==> src/rtl/mem_access.sv <==
// rtl/mem_access.sv - RV32I memory-access/writeback stage with a single-outstanding data-memory port
`ifndef RTYPE
`define RTYPE 5'b00001
`endif
`ifndef ITYPE
`define ITYPE 5'b00010
`endif
`ifndef STYPE
`define STYPE 5'b00100
`endif
`ifndef UTYPE
`define UTYPE 5'b01000
`endif
`ifndef LTYPE
`define LTYPE 5'b10000
`endif

module mem_access #(
  parameter logic [2:0]  EXEC_STAGE = 3'd4,
  parameter int unsigned TIMEOUT    = 255
) (
  input  logic        clk,
  input  logic        reset,
  input  logic [2:0]  stage_i,
  input  logic [31:0] ir_i,
  input  logic [4:0]  itype_i,
  input  logic [31:0] y_i,
  input  logic [31:0] pass_i,
  output logic        mem_req_o,
  output logic        mem_we_o,
  output logic [31:0] mem_addr_o,
  output logic [31:0] mem_wdata_o,
  output logic [3:0]  mem_wstrb_o,
  input  logic        mem_ack_i,
  input  logic [31:0] mem_rdata_i,
  output logic        wb_en_o,
  output logic [4:0]  wb_rd_o,
  output logic [31:0] wb_data_o,
  output logic        done_o,
  output logic        busy_o,
  output logic        err_o
);
  localparam logic [0:0] IDLE = 1'b0;
  localparam logic [0:0] WAIT = 1'b1;
  localparam int CW = (TIMEOUT > 1) ? $clog2(TIMEOUT + 1) : 1;
  localparam logic [CW-1:0] TO_LAST = CW'((TIMEOUT > 0) ? TIMEOUT - 1 : 0);

  logic [0:0]    state;
  logic          served;
  logic [CW-1:0] cnt;
  logic [2:0]    f3_q;
  logic [4:0]    rd_q;
  logic [1:0]    off_q;

  logic [2:0]  f3;
  logic [4:0]  rd;
  logic        is_alu, is_load, is_store, illegal, misaligned;
  logic [31:0] wdata_n, rshift, load_val;
  logic [3:0]  wstrb_n;
  logic        unused_ir;

  assign f3        = ir_i[14:12];
  assign rd        = ir_i[11:7];
  assign unused_ir = &{1'b0, ir_i[31:15], ir_i[6:0]};
  assign is_alu    = (itype_i == `RTYPE) || (itype_i == `ITYPE);
  assign is_load   = (itype_i == `LTYPE);
  assign is_store  = (itype_i == `STYPE);
  assign illegal   = is_load ? (f3 == 3'b011 || f3[2:1] == 2'b11) : (f3 >= 3'b011);
  assign misaligned = (f3[1:0] == 2'b01 && y_i[0]) || (f3[1:0] == 2'b10 && y_i[1:0] != 2'b00);
  assign busy_o    = (state == WAIT);

  // Store data is replicated so the memory can pick any lane with the strobes alone.
  always_comb begin
    wdata_n = pass_i;
    wstrb_n = 4'b1111;
    case (f3[1:0])
      2'b00: begin
        wdata_n = {4{pass_i[7:0]}};
        wstrb_n = 4'b0001 << y_i[1:0];
      end
      2'b01: begin
        wdata_n = {2{pass_i[15:0]}};
        wstrb_n = 4'b0011 << y_i[1:0];
      end
      default: begin
        wdata_n = pass_i;
        wstrb_n = 4'b1111;
      end
    endcase
    if (!is_store) wstrb_n = 4'b0000;
  end

  assign rshift = mem_rdata_i >> {off_q, 3'b000};

  always_comb begin
    load_val = mem_rdata_i;
    case (f3_q)
      3'b000:  load_val = {{24{rshift[7]}}, rshift[7:0]};
      3'b001:  load_val = {{16{rshift[15]}}, rshift[15:0]};
      3'b100:  load_val = {24'h0, rshift[7:0]};
      3'b101:  load_val = {16'h0, rshift[15:0]};
      default: load_val = mem_rdata_i;
    endcase
  end

  always_ff @(posedge clk or posedge reset) begin
    if (reset) begin
      state       <= IDLE;
      served      <= 1'b0;
      cnt         <= '0;
      f3_q        <= 3'b000;
      rd_q        <= 5'd0;
      off_q       <= 2'b00;
      mem_req_o   <= 1'b0;
      mem_we_o    <= 1'b0;
      mem_addr_o  <= 32'h0;
      mem_wdata_o <= 32'h0;
      mem_wstrb_o <= 4'b0000;
      wb_en_o     <= 1'b0;
      wb_rd_o     <= 5'd0;
      wb_data_o   <= 32'h0;
      done_o      <= 1'b0;
      err_o       <= 1'b0;
    end else begin
      wb_en_o <= 1'b0;
      done_o  <= 1'b0;
      err_o   <= 1'b0;
      if (stage_i != EXEC_STAGE) served <= 1'b0;
      case (state)
        IDLE: begin
          if (stage_i == EXEC_STAGE && !served) begin
            served <= 1'b1;
            if (is_alu) begin
              wb_data_o <= y_i;
              wb_rd_o   <= rd;
              wb_en_o   <= (rd != 5'd0);
              done_o    <= 1'b1;
            end else if (is_load || is_store) begin
              if (illegal || misaligned) begin
                err_o  <= 1'b1;
                done_o <= 1'b1;
              end else begin
                mem_req_o   <= 1'b1;
                mem_we_o    <= is_store;
                mem_addr_o  <= {y_i[31:2], 2'b00};
                mem_wdata_o <= wdata_n;
                mem_wstrb_o <= wstrb_n;
                f3_q        <= f3;
                rd_q        <= rd;
                off_q       <= y_i[1:0];
                cnt         <= '0;
                state       <= WAIT;
              end
            end else begin
              done_o <= 1'b1;
            end
          end
        end
        default: begin
          // An ack on the same edge the counter would expire still completes normally.
          if (mem_ack_i) begin
            mem_req_o <= 1'b0;
            done_o    <= 1'b1;
            state     <= IDLE;
            if (!mem_we_o) begin
              wb_data_o <= load_val;
              wb_rd_o   <= rd_q;
              wb_en_o   <= (rd_q != 5'd0);
            end
          end else if (TIMEOUT > 0) begin
            if (cnt == TO_LAST) begin
              mem_req_o <= 1'b0;
              err_o     <= 1'b1;
              done_o    <= 1'b1;
              state     <= IDLE;
            end else begin
              cnt <= cnt + 1'b1;
            end
          end
        end
      endcase
    end
  end
endmodule

==> config.mk <==
export PLATFORM = sky130hd
export DESIGN_NAME = mem_access
export DESIGN_NICKNAME = d
export VERILOG_FILES = /design/src/rtl/mem_access.sv
export SDC_FILE = /design/constraint.sdc
export NUM_CORES = 1
export LEC_CHECK = 0
export ABC_AREA = 1
export BUFFER_PORTS_ARGS = -buffer_cell sky130_fd_sc_hd__buf_2
export CORE_MARGIN = 2
export CORE_UTILIZATION = 46
export DETAILED_ROUTE_END_ITERATION = 10
export PLACE_DENSITY = 0.75
export SYNTH_ARGS = -nofsm -noshare
export SYNTH_HDL_FRONTEND = slang
export SYNTH_SLANG_ARGS = --single-unit
==> constraint.sdc <==
create_clock -name clk -period 4.5 [get_ports clk]
set_input_delay 0.45 -clock clk [delete_from_list [all_inputs] [get_ports clk]]
set_output_delay 0.45 -clock clk [all_outputs]
set_load 0.02 [all_outputs]
Word-level counts from Yosys, hierarchy flattened
Cells that the tools add are included.
- bits of input ports: 139
- logic and storage cells: 122
- output and inout bits: 111
- flip-flop bits (word level): 128
- magnitude comparators: 1
- reductions and logical operators: 21
- bitwise logic cells: 3
- shift operators: 3
- eq/ne operators: 21
- add/sub/neg operators: 1
- mux-type cells: 56
- operators with widths (cell ; number):
    $mux 32 ; 5
    $pmux 32 s4 ; 1
    $pmux 32 s2 ; 1
    $mux 8 ; 7
    $mux 1 ; 35
    $shr 32x5->16 ; 1
    $mux 5 ; 5
    $ne 2x2->1 const B ; 6
    $reduce_and 5->1 ; 2
    $reduce_bool 5->1 ; 2
    $eq 3x3->1 const B ; 3
    $add 8x1->8 const B ; 1
    $eq 8x8->1 const B ; 1
    $pmux 4 s2 ; 1
    $reduce_bool 2->1 ; 4
    $reduce_and 6->1 ; 1
    $eq 5x1->1 const B ; 1
    $eq 5x2->1 const B ; 1
    $eq 5x3->1 const B ; 1
    $eq 5x5->1 const B ; 1
    $logic_or 1x1->1 ; 5
    $eq 2x2->1 const B ; 2
    $mux 4 ; 1
    $reduce_and 4->1 ; 1
    13 further kinds ; 17

Logic depth before layout (Yosys ltp)
- depth after elaboration: 9
- gate-level depth with buffers: 11
- mapped depth without buffers: 10

Worst setup path before layout
Ideal clock, no wire load.
- path kind: input port to flip-flop
- start point: input port itype_i[3]
- end point: register mem_wstrb_o[2]
- setup time: 0.127 ns
- buffers on the path: 2
- stages on the path: 10
- data arrival time: 1.415 ns
- slack: 2.958 ns
- data required time: 4.373 ns
- cell sequence: nor2_1 -> nand3_2 -> nand2_1 -> inv_1 -> nor2_4 -> nand2_4 -> buf_6 -> buf_6 -> nand2_1 -> o21ai_0
- longest elaborated chain between the ends: 5
- elaborated cells between the ends (all ways): 12
- classes of those cells: eq/ne: 4; mux: 2; bitwise: 2; reduce/logical: 4
- ends and longest elaborated chain (what ; RTL line ; source):
    start, declared ; 26 ; input logic [4:0] itype_i,
    $eq 5x5->1 (no source line) ; - ;
    $mux 1 ; 68 ; assign illegal = is_load ? (f3 == 3'b011 || f3[2:1] == 2'b11) : (f3 >= 3'b011);
    $logic_or 1x1->1 ; 139 ; if (illegal || misaligned) begin
    $not 1->1 (no source line) ; - ;
    $reduce_and 5->1 (no source line) ; - ;
    end signal, assigned ; 147 ; mem_wstrb_o <= wstrb_n;
    end, declared ; 33 ; output logic [3:0] mem_wstrb_o,
Several ways; a longest one is shown, not always the timed one.
A chain may end at the register's enable or synchronous reset.

Worst setup path in the final report
- start point: register state (netlist: busy_o)
- end point: register cnt[7]
- longest elaborated chain between the ends: 2
- elaborated cells between the ends (all ways): 8
- classes of those cells: eq/ne: 4; mux: 1; reduce/logical: 3
- ends and longest elaborated chain (what ; RTL line ; source):
    start, declared ; 48 ; logic [0:0] state;
    start signal, assigned ; 108 ; state <= IDLE;
    start signal, assigned ; 152 ; state <= WAIT;
    start signal, assigned ; 164 ; state <= IDLE;
    $ne 2x2->1 (no source line) / $reduce_bool 2->1 (equally long branches) ; - ;
    $reduce_and 6->1 (no source line) ; - ;
    end signal, assigned ; 177 ; cnt <= cnt + 1'b1;
    end, declared ; 50 ; logic [CW-1:0] cnt;
Several ways; a longest one is shown, not always the timed one.

==> impl_metrics.prom <==
# TYPE chip_impl_metric gauge
chip_impl_info{name="status",value="completed"} 1
chip_impl_metric{name="drv_slew",unit=""} 0
chip_impl_metric{name="layout.filler_cells",unit=""} 1401
chip_impl_metric{name="syn-mean-instance-area",unit="um^2"} 7.68
chip_impl_metric{name="core_area",unit="mm^2"} 0.0145
chip_impl_info{name="rsz0062_at_grt",value="no"} 1
chip_impl_metric{name="skew",unit="ns"} 0.0119
chip_impl_metric{name="slew_headroom",unit="%"} 36.6
chip_impl_info{name="r2r_start",value="busy_o"} 1
chip_impl_info{name="synth_top_family_by_area",value="simple AND/OR/NAND/NOR gates"} 1
chip_impl_metric{name="tritoncts_num_sinks",unit=""} 128
chip_impl_metric{name="post_synth_edffs",unit=""} 0
chip_impl_info{name="synth_largest_area_cell",value="sky130_fd_sc_hd__dfrtp_1"} 1
chip_impl_metric{name="die_area",unit="mm^2"} 0.0158
chip_impl_metric{name="psw",unit="uW"} 929
chip_impl_metric{name="timing.reg2reg.worst_path_depth",unit=""} 7
chip_impl_metric{name="met1_usage",unit="%"} 34.6
chip_impl_metric{name="combinationalPowerShare",unit="%"} 15.4
chip_impl_info{name="critPathKind",value="register to register"} 1
chip_impl_metric{name="areaGrowthSynthToFinish",unit="%"} 24.6
chip_impl_metric{name="placement_stage_worst_setup_slack",unit="ns"} 1.58
chip_impl_metric{name="period_share",unit="%"} 60.2
chip_impl_info{name="ctsRootBufferMaster",value="sky130_fd_sc_hd__clkbuf_16"} 1
chip_impl_metric{name="cts.htree.levels",unit=""} 4
chip_impl_metric{name="worstMarginPinSlew",unit="ns"} 0.951
chip_impl_info{name="final_cell_mix",value="323 x sky130_fd_sc_hd__nand2_1, 223 x sky130_fd_sc_hd__buf_2, 128 x sky130_fd_sc_hd__dfrtp_1, 77 x sky130_fd_sc_hd__inv_1, 65 x sky130_fd_sc_hd__a21oi_1"} 1
chip_impl_metric{name="synth_top_area_share",unit="%"} 46.9
chip_impl_metric{name="clock_path_buffers",unit=""} 2
chip_impl_metric{name="setup_viol_count_final",unit=""} 0
chip_impl_metric{name="p_clk_share",unit="%"} 44.6
chip_impl_metric{name="place.port_buffers",unit=""} 223
chip_impl_metric{name="max-cap-violations",unit=""} 0
chip_impl_metric{name="yosys.cell_types.count",unit=""} 41
chip_impl_metric{name="grt_use_met3",unit="%"} 6.07
chip_impl_metric{name="route.detailed.vias_per_inst",unit=""} 5.11
chip_impl_metric{name="fp.dieH",unit="um"} 126
chip_impl_metric{name="synth_xor_xnor_area_share",unit="%"} 0.257
chip_impl_metric{name="timing_hold_violations_final",unit=""} 0
chip_impl_metric{name="gp_routability_congestion",unit=""} 0.916
chip_impl_metric{name="grt_first_pass_wirelength",unit="um"} 31100
chip_impl_metric{name="postSynth.asyncResetShare",unit="%"} 100
chip_impl_metric{name="power_switching_share",unit="%"} 28.7
chip_impl_metric{name="drt-wirelength-per-cell",unit="um"} 15.1
chip_impl_metric{name="drt_wl_total",unit="um"} 19300
chip_impl_metric{name="p_leak",unit="uW"} 0.00484
chip_impl_metric{name="critical_path_peak_fanout",unit=""} 148
chip_impl_metric{name="initial_antenna_violation_count",unit=""} 0
chip_impl_metric{name="timing.fmax",unit="MHz"} 369
chip_impl_info{name="layout.cells.most_common",value="sky130_fd_sc_hd__nand2_1"} 1
chip_impl_metric{name="initial_utilization",unit="%"} 47.0
chip_impl_metric{name="num_vias",unit=""} 6543
chip_impl_metric{name="seqPwrFrac",unit="%"} 40.0
chip_impl_info{name="synth-main-ff-cell",value="sky130_fd_sc_hd__dfrtp_1"} 1
chip_impl_metric{name="detailed_route_iter0_violations",unit=""} 554
chip_impl_metric{name="overflow",unit=""} 0
chip_impl_metric{name="design.final.nets",unit=""} 1224
chip_impl_info{name="setup.worst_path.start_class",value="register"} 1
chip_impl_metric{name="synth_simple_gate_area_share",unit="%"} 26.5
chip_impl_info{name="end_kind",value="register"} 1
chip_impl_metric{name="worst_vdd_ir",unit="V"} 0.000256
chip_impl_metric{name="dp_hpwl",unit="um"} 13600
chip_impl_metric{name="first_pass_iters",unit=""} 5
chip_impl_metric{name="cts-resized-gates",unit=""} 0
chip_impl_metric{name="timing.critical_path.required",unit="ns"} 4.84
chip_impl_metric{name="power_report.internal_total",unit="uW"} 2300
chip_impl_metric{name="yosys_warnings",unit=""} 0
chip_impl_metric{name="total_routing_usage_gr",unit="%"} 24.4
chip_impl_info{name="cts_tree",value="done"} 1
chip_impl_metric{name="cts_hold_buf",unit=""} 0
chip_impl_metric{name="global_route.usage.met2",unit="%"} 37.6
chip_impl_metric{name="number_of_global_route_vias_before_repair",unit=""} 5985
chip_impl_metric{name="path_clk_slew",unit="ns"} 0.06
chip_impl_metric{name="synth_cells",unit=""} 889
chip_impl_metric{name="netlist_area",unit="mm^2"} 0.00683
chip_impl_metric{name="power-per-cell-area",unit="mW/mm^2"} 380
chip_impl_info{name="critical_path.reg2reg.endpoint",value="cnt[7]"} 1
chip_impl_info{name="synth_area_leaders",value="sky130_fd_sc_hd__dfrtp_1 47%, sky130_fd_sc_hd__nand2_1 18%, sky130_fd_sc_hd__a21oi_1 4.8%"} 1
chip_impl_metric{name="yosys_register_bits",unit=""} 128
chip_impl_metric{name="tns",unit="ns"} 0
chip_impl_metric{name="diodes",unit=""} 0
chip_impl_metric{name="final_layout_size_suffix_gt1_share",unit="%"} 28.1
chip_impl_metric{name="ioPinCount",unit=""} 250
chip_impl_metric{name="drcViolationCount",unit=""} 0
chip_impl_metric{name="rrSetupSlack",unit="ns"} 1.79
chip_impl_metric{name="std_cell_rows",unit=""} 44
chip_impl_metric{name="synth_fa_ha_area_share",unit="%"} 0.367
chip_impl_metric{name="worst_ep_arrival_time",unit="ns"} 3.05
chip_impl_metric{name="insertion_delay",unit="ns"} 0.42
chip_impl_metric{name="tritoncts_buffer_count",unit=""} 17
chip_impl_metric{name="setup_ws",unit="ns"} 1.79
chip_impl_metric{name="finalWorstPathRequiredPeriod",unit="ns"} 2.71
chip_impl_info{name="hold_path.class",value="input pin to async pin"} 1
chip_impl_metric{name="synthMuxAreaShare",unit="%"} 0.880
chip_impl_metric{name="synth.yosys.seq_area_share",unit="%"} 46.9
chip_impl_metric{name="grt_max_degree",unit=""} 149
chip_impl_info{name="busiest_layer",value="met2"} 1
chip_impl_metric{name="cts.repair_timing.setup_buffer_count",unit=""} 0
chip_impl_metric{name="synth_compound_area_share",unit="%"} 15.6
chip_impl_metric{name="floorplan.die.width",unit="um"} 126
chip_impl_metric{name="ant_nets",unit=""} 0
worst max path at each step:
stage	startpoint	to	slack [ns]	cells after the start
6_report	busy_o	cnt[7]	1.79	7
5_1_grt	busy_o	cnt[7]	1.52	7
4_1_cts	busy_o	cnt[7]	1.75	7
3_5_place_dp	ir_i[13]	cnt[7]	1.58	9
3_3_place_gp	ir_i[13]	cnt[7]	1.62	9
2_1_floorplan	reset	busy_o	0.64	1
per-stage QoR:
| stage | hold slack (ns) | instances | total power (uW) | cell area, um^2 | util (%) |
|---|---|---|---|---|---|
| 6_report | 0.181 | 1280 | 3230 | 8510 | 58.5 |
| 5_1_grt | 0.280 | 1280 | 3370 | 8510 | 58.5 |
| 4_1_cts | 0.247 | 1280 | 3260 | 8510 | 58.5 |
| 3_5_place_dp | 0.455 | 1248 | 1810 | 7890 | 54.3 |
| 3_3_place_gp | 0.451 | 1248 | 1800 | 7890 | 54.3 |
| 2_1_floorplan | 0.451 | 890 | 1610 | 6830 | - |
flip-flops by register name, indices dropped and copies added (netlist names), 2 cells and up:
register     count
mem_wdata_o     32
wb_data_o       32
rd_q             5
cnt              8
wb_rd_o          5
off_q            2
mem_wstrb_o      4
mem_addr_o      30
f3_q             3
synthesized netlist by cell type (all sizes together) (2+ instances only):
| master | instances |
|---|---|
| ha | 2 |
| nor2 | 58 |
| o21ai | 79 |
| nor3b | 2 |
| nand3 | 48 |
| o31ai | 2 |
| inv | 84 |
| dfrtp | 128 |
| o211ai | 5 |
| buf | 37 |
| a21oi | 67 |
| a221oi | 8 |
| mux2i | 6 |
| nand2 | 327 |
| clkbuf | 15 |
| nand4 | 2 |
| nor3 | 5 |
| o2111ai | 6 |
routing by layer:
| layer | wire length [um] | share of wire [%] |
|---|---|---|
| met1 | 8700 | 45 |
| met2 | 8890 | 46 |
| met3 | 1440 | 7.5 |
| met4 | 310 | 1.6 |
| met5 | 0 | 0 |
power groups by stage:
| stage | logic, uW | clock network (uW) | registers, uW |
|---|---|---|---|
| global route | 546 | 1520 | 1300 |
| detailed placement | 500 | 0 | 1310 |
| floorplan | 205 | 0 | 1410 |
| finish | 497 | 1440 | 1290 |
| global placement | 492 | 0 | 1310 |
| CTS | 502 | 1460 | 1290 |
worst max-delay path: stages, from the launching register on:
cell	delay, ns
sky130_fd_sc_hd__dfrtp_1	0.62
sky130_fd_sc_hd__inv_2	0.13
sky130_fd_sc_hd__nand4_1	0.23
sky130_fd_sc_hd__a21oi_4	0.49
sky130_fd_sc_hd__nand2_8	0.60
sky130_fd_sc_hd__nand2_2	0.37
sky130_fd_sc_hd__nand2_1	0.09
sky130_fd_sc_hd__nand2_1	0.07
area by class of cell:
type,count,area [um^2],area share [%]
Multi-Input combinational cell,626,2990,35.2
Tap cell,184,230,2.71
Clock buffer,18,439,5.16
Inverter,84,320,3.77
Timing Repair Buffer,226,1140,13.4
Clock inverter,14,180,2.12
Sequential cell,128,3200,37.7
cells by family (layout without fill, tap and decap cells):
| kind of cell | count (synthesis) | in the layout |
|---|---|---|
| DFF | 128 | 128 |
| buffers and inverters | 136 | 342 |
| and+or+nand+nor | 443 | 443 |
| xor gates and xnor gates | 2 | 2 |
| muxes | 6 | 6 |
| adders and majority gates | 2 | 2 |
| other | 1 | 2 |
| AOI/OAI and AO/OA | 171 | 171 |
(Power assumes the default switching activity.)
